### src/rtl/acia_rx.sv
// ACIA receiver: 8-bit async serial input with holding register and flags.
// Optional parity stage is compiled in with `define ACIA_RX_PARITY_EN.
//
// Ports:
//   uart_clk     clock; res_n async active-low reset
//   rxd          async serial line, idle high, LSB first
//   rx_en        receiver enable (0 holds the FSM in IDLE)
//   parity_odd   1 = odd parity, 0 = even (parity build only)
//   rx_rd        read strobe, consumes the holding register
//   rx_data      holding register
//   rx_full      unread byte present
//   framing_err  stop bit was low for the byte in rx_data
//   parity_err   parity mismatch for the byte in rx_data
//   overrun_err  sticky: a byte completed while rx_full was set
module acia_rx #(
    parameter int unsigned BAUD_DIV = 16
) (
    input  logic       uart_clk,
    input  logic       res_n,
    input  logic       rxd,
    input  logic       rx_en,
    input  logic       parity_odd,
    input  logic       rx_rd,
    output logic [7:0] rx_data,
    output logic       rx_full,
    output logic       framing_err,
    output logic       parity_err,
    output logic       overrun_err
);

    localparam int unsigned CW = $clog2(BAUD_DIV);
    localparam logic [CW-1:0] HALF_M1 = CW'(BAUD_DIV / 2 - 1);
    localparam logic [CW-1:0] FULL_M1 = CW'(BAUD_DIV - 1);

    typedef enum logic [2:0] {
        IDLE,
        START,
        DATA,
`ifdef ACIA_RX_PARITY_EN
        PARITY,
`endif
        STOP
    } state_t;

    state_t        state_q, state_d;
    logic          sync1_q, sync2_q;
    logic [CW-1:0] cnt_q, cnt_d;
    logic [2:0]    bit_q, bit_d;
    logic [7:0]    shift_q, shift_d;
    logic          stop_q, stop_d;
    logic          done_q, done_d;
    logic          pe_q, pe_d;
    logic [7:0]    rx_data_q, rx_data_d;
    logic          rx_full_q, rx_full_d;
    logic          fe_q, fe_d;
    logic          pe_out_q, pe_out_d;
    logic          ovr_q, ovr_d;
    logic          rxs;
    logic          tc;

    assign rxs = sync2_q;
    assign tc  = (cnt_q == '0);

    always_comb begin
        state_d = state_q;
        cnt_d   = cnt_q;
        bit_d   = bit_q;
        shift_d = shift_q;
        stop_d  = stop_q;
        pe_d    = pe_q;
        done_d  = 1'b0;
        if (!rx_en) begin
            state_d = IDLE;
        end else begin
            unique case (state_q)
                IDLE: begin
                    if (!rxs) begin
                        state_d = START;
                        cnt_d   = HALF_M1;
                    end
                end
                START: begin
                    if (!tc) begin
                        cnt_d = cnt_q - CW'(1);
                    end else if (!rxs) begin
                        state_d = DATA;
                        cnt_d   = FULL_M1;
                        bit_d   = '0;
                    end else begin
                        // line went high again: glitch, not a start bit
                        state_d = IDLE;
                    end
                end
                DATA: begin
                    if (!tc) begin
                        cnt_d = cnt_q - CW'(1);
                    end else begin
                        shift_d = {rxs, shift_q[7:1]};
                        cnt_d   = FULL_M1;
                        bit_d   = bit_q + 3'd1;
                        if (bit_q == 3'd7) begin
`ifdef ACIA_RX_PARITY_EN
                            state_d = PARITY;
`else
                            state_d = STOP;
`endif
                        end
                    end
                end
`ifdef ACIA_RX_PARITY_EN
                PARITY: begin
                    if (!tc) begin
                        cnt_d = cnt_q - CW'(1);
                    end else begin
                        pe_d    = ^shift_q ^ rxs ^ parity_odd;
                        state_d = STOP;
                        cnt_d   = FULL_M1;
                    end
                end
`endif
                STOP: begin
                    if (!tc) begin
                        cnt_d = cnt_q - CW'(1);
                    end else begin
                        // back to IDLE now so a back-to-back start is caught
                        stop_d  = rxs;
                        done_d  = 1'b1;
                        state_d = IDLE;
                    end
                end
                default: state_d = IDLE;
            endcase
        end
    end

    always_comb begin
        rx_data_d = rx_data_q;
        rx_full_d = rx_full_q;
        fe_d      = fe_q;
        pe_out_d  = pe_out_q;
        ovr_d     = ovr_q;
        if (done_q) begin
            if (!rx_full_q || rx_rd) begin
                rx_data_d = shift_q;
                fe_d      = ~stop_q;
                pe_out_d  = pe_q;
                rx_full_d = 1'b1;
            end else begin
                ovr_d = 1'b1;
            end
        end else if (rx_rd && rx_full_q) begin
            rx_full_d = 1'b0;
            ovr_d     = 1'b0;
        end
    end

    always_ff @(posedge uart_clk or negedge res_n) begin
        if (!res_n) begin
            state_q   <= IDLE;
            sync1_q   <= 1'b1;
            sync2_q   <= 1'b1;
            cnt_q     <= '0;
            bit_q     <= '0;
            shift_q   <= '0;
            stop_q    <= 1'b0;
            done_q    <= 1'b0;
            pe_q      <= 1'b0;
            rx_data_q <= '0;
            rx_full_q <= 1'b0;
            fe_q      <= 1'b0;
            pe_out_q  <= 1'b0;
            ovr_q     <= 1'b0;
        end else begin
            state_q   <= state_d;
            sync1_q   <= rxd;
            sync2_q   <= sync1_q;
            cnt_q     <= cnt_d;
            bit_q     <= bit_d;
            shift_q   <= shift_d;
            stop_q    <= stop_d;
            done_q    <= done_d;
            pe_q      <= pe_d;
            rx_data_q <= rx_data_d;
            rx_full_q <= rx_full_d;
            fe_q      <= fe_d;
            pe_out_q  <= pe_out_d;
            ovr_q     <= ovr_d;
        end
    end

    assign rx_data     = rx_data_q;
    assign rx_full     = rx_full_q;
    assign framing_err = fe_q;
    assign overrun_err = ovr_q;

`ifdef ACIA_RX_PARITY_EN
    assign parity_err = pe_out_q;
`else
    logic unused_parity;
    assign unused_parity = parity_odd ^ pe_out_q;
    assign parity_err    = 1'b0;
`endif

endmodule

### config.mk
export PLATFORM = sky130hd
export DESIGN_NAME = acia_rx
export DESIGN_NICKNAME = d
export VERILOG_FILES = /design/src/rtl/acia_rx.sv
export SDC_FILE = /design/constraint.sdc
export NUM_CORES = 1
export LEC_CHECK = 0
export ABC_CLOCK_PERIOD_IN_PS = 2350
export BUFFER_PORTS_ARGS = -buffer_cell sky130_fd_sc_hd__buf_2
export CORE_MARGIN = 5
export CORE_UTILIZATION = 50
export CTS_BUF_LIST = sky130_fd_sc_hd__clkbuf_16
export DETAILED_ROUTE_END_ITERATION = 10
export PLACE_DENSITY = 0.76
export SYNTH_ARGS = -nofsm -noshare
export SYNTH_HDL_FRONTEND = slang
export SYNTH_SLANG_ARGS = --single-unit
### constraint.sdc
create_clock -name uart_clk -period 2.35 [get_ports uart_clk]
set_clock_uncertainty 0.2 [all_clocks]
set_input_delay 0.1175 -clock uart_clk [delete_from_list [all_inputs] [get_ports uart_clk]]
set_output_delay 0.1175 -clock uart_clk [all_outputs]
set_load 0.005 [all_outputs]
==> flow_summary.yaml <==
synthesis:
  ys.flop_type: "dfrtp_1"
  synthCells: 115
  synthTopCellsByArea: "dfrtp_1, mux2_2, ha_1"
  synth_cell_types: 35
  avgSynthCellArea_um2: 12.6
  ys_seq_area_share_pct: 55.4
  synth_top_area_share_pct: 51.8
  yosysTopAreaCell: "dfrtp_1"
  synth_fp_nets: 128
  yosysWarnings: 0
  synth_edf_count: 0
  ys_ff_latch: 32
  syn_area_um2: 1450
  synth-async-reset-ratio_pct: 100
worst_setup_path:
  crit_chain: "inv_1 -> ha_1 -> or4_4 -> o2111ai_2 -> nor2_2 -> a22o_1"
  crit_path_end_kind: "register"
  crit_slowest_cell: "or4_4"
  critPathRequiredTime_ps: 2310
  crit_fanout: 5
  r2r_cells: 6
  worst_setup_path_start_kind: "register"
  slowest_delay_ps: 540
  cp_data_arrival_time_ps: 2020
  critical_path_class: "reg -> reg"
timing:
  finalCritPeriodShare_pct: 87.4
  max_freq_ghz: 0.487
  slew_violations: 0
  worst_pin_slew_ps: 692
  setup_viol: 0
  tns_ps: 0
  min_period_ps: 2050
  finalHoldViolCount: 0
  slew_headroom_pct: 53.8
  rsz0062_at_grt: "no"
detailed_routing:
  remaining_drc_errors: 0
  routedWlPerCell_um: 14.8
  first_pass_iters: 4
  ant_nets: 0
  drt_wl_total_mm: 2.54
  viasPerCell: 5.51
  dr.first_iter.drc_count: 48
  dr_total_vias: 947
place:
  routabilityCongestion: 0.816
  hpwl_mm: 1.66
  io_buffers: 15
min_path:
  worstHoldPathCells: 0
  hold_class: "reg -> reg"
run:
  cap_violations: 0
layout:
  fin_nets: 153
  layout_commonest_cell: "dfrtp_1"
  layout_common_cells: "dfrtp_1, mux2_2, buf_2"
  syn_to_final_growth_pct: 21.7
  drive_above_1_share_pct: 34.8
  num_antenna_cells: 0
global_route:
  grt_max_degree: 33
  grt_util_met1_pct: 19.7
  grt_usage_pct: 14.9
  grtUsageMet3_pct: 5.95
  grt-ovfl-total: 0
  busiest_layer: "met2"
  met2_usage_pct: 21.0
  antenna_found_initial: 0
  grt_pass1_vias: 935
  grt_pass1_wl_mm: 4.69
clock_network:
  hold_buffers: 4
  cts_buffers: 5
  post_cts.repair.setup_buffers: 0
  cts_num_sinks: 32
  htreeDepth: 2
  clk_pin_slew_worst_paths_ps: 50
  cts_resized: 0
  root_buffer: "clkbuf_16"
  cts_tree: "done"
  clock_latency_ps: 270
  cts_buffer_depth: 2
floorplan:
  dieArea_um2: 4070
  io-pin-count: 18
  core_um2: 2760
  initial_core_util_pct: 52.5
  die_y_um: 63.8
  die_width_um: 63.8
  fp-row-count: 19
power:
  vdd_drop_max_v: 0.000834
  total_leakage_power_nw: 0.888
  fin_total_pwr_mw: 1.59
  power_density_nw_per_um2: 903
status:
  outcome: "complete, no violations"
[state kept, by name, indices dropped and copies added, names as in the netlist, 2 cells and up]
register / count
rx_data: 8
shift_q: 8
cnt_q: 4
bit_q: 3
state_q: 2
[final cells by class]
| cell class | instances | area, um^2 |
|---|---|---|
| clock buffer | 5 | 125 |
| clock inverter | 3 | 42.5 |
| fill | 206 | 995 |
| inverter | 7 | 26.3 |
| multi-input combinational | 75 | 612 |
| sequential | 32 | 803 |
| tap | 31 | 38.8 |
| timing repair buffer | 19 | 115 |
[stage by stage]
stage / area (um^2) / worst slack [ps] / std cells / hold slack, ps / utilization (%)
final: 1760 / 295 / 172 / 151 / 63.9
after CTS: 1760 / 304 / 172 / 151 / 63.9
after detailed placement: 1560 / 318 / 160 / 2.36 / 56.4
after global routing: 1760 / 208 / 172 / 160 / 63.9
after floorplan: 1450 / 439 / 115 / -378 / -
after global placement: 1560 / 363 / 160 / -3.88 / 56.4
[metal layers]
metal | vias to the layer above | wire length [um]
met5 | - | 0
met4 | 0 | 62
met3 | 7 | 147
met2 | 20 | 1230
met1 | 457 | 1100
li1 | 463 | -
[power by group]
part           switching, mW  total (mW)  internal [mW]
sequential            0.0356       0.624          0.588
clock                  0.224       0.720          0.497
combinational          0.138       0.247          0.109
total                  0.397        1.59           1.19
[cell families (layout without fill, tap and decap cells)]
group | count (synthesis) | after routing | share of synthesized area [%]
simple gates | 26 | 26 | 11.1
fa+ha+maj | 7 | 7 | 6.04
mux | 17 | 17 | 13.2
xor+xnor | 2 | 2 | 1.21
buf+inv | 8 | 34 | 2.33
other cells | 1 | 1 | 0.259
compound gates | 22 | 22 | 10.5
flops | 32 | 32 | 55.4
[worst max-delay path, delay by kind of cell, from the launching register on]
kind | cells | cell delay (ps)
flip-flops | 1 | 410
adder cells (fa/ha/maj) | 1 | 280
AO/OA/AOI/OAI | 2 | 330
AND/OR/NAND/NOR | 2 | 630
buffers and inverters | 1 | 100
[final timing paths]
check                      startpoint          to  slack, ps
setup / recovery           state_q[0]    cnt_q[3]        300
min in group asynchronous       res_n  rx_data[1]        230
hold reg to reg               sync1_q         rxs        150
max in group asynchronous       res_n    bit_q[2]       1280
setup reg to reg           state_q[0]    cnt_q[3]        300
hold / removal                sync1_q         rxs        150
[synthesized netlist by cell type (all sizes together), types with 2 or more instances]
master   n
ha       7
o21ai    9
inv      7
nor3b    2
nand2    6
a22o     3
xnor2    2
dfrtp   30
dfstp    2
and2     2
a21oi    2
nand2b   2
nand3    2
nor2     5
and3     2
mux2    17
nor3     2
No activity file was read; power rests on OpenSTA's default activity.
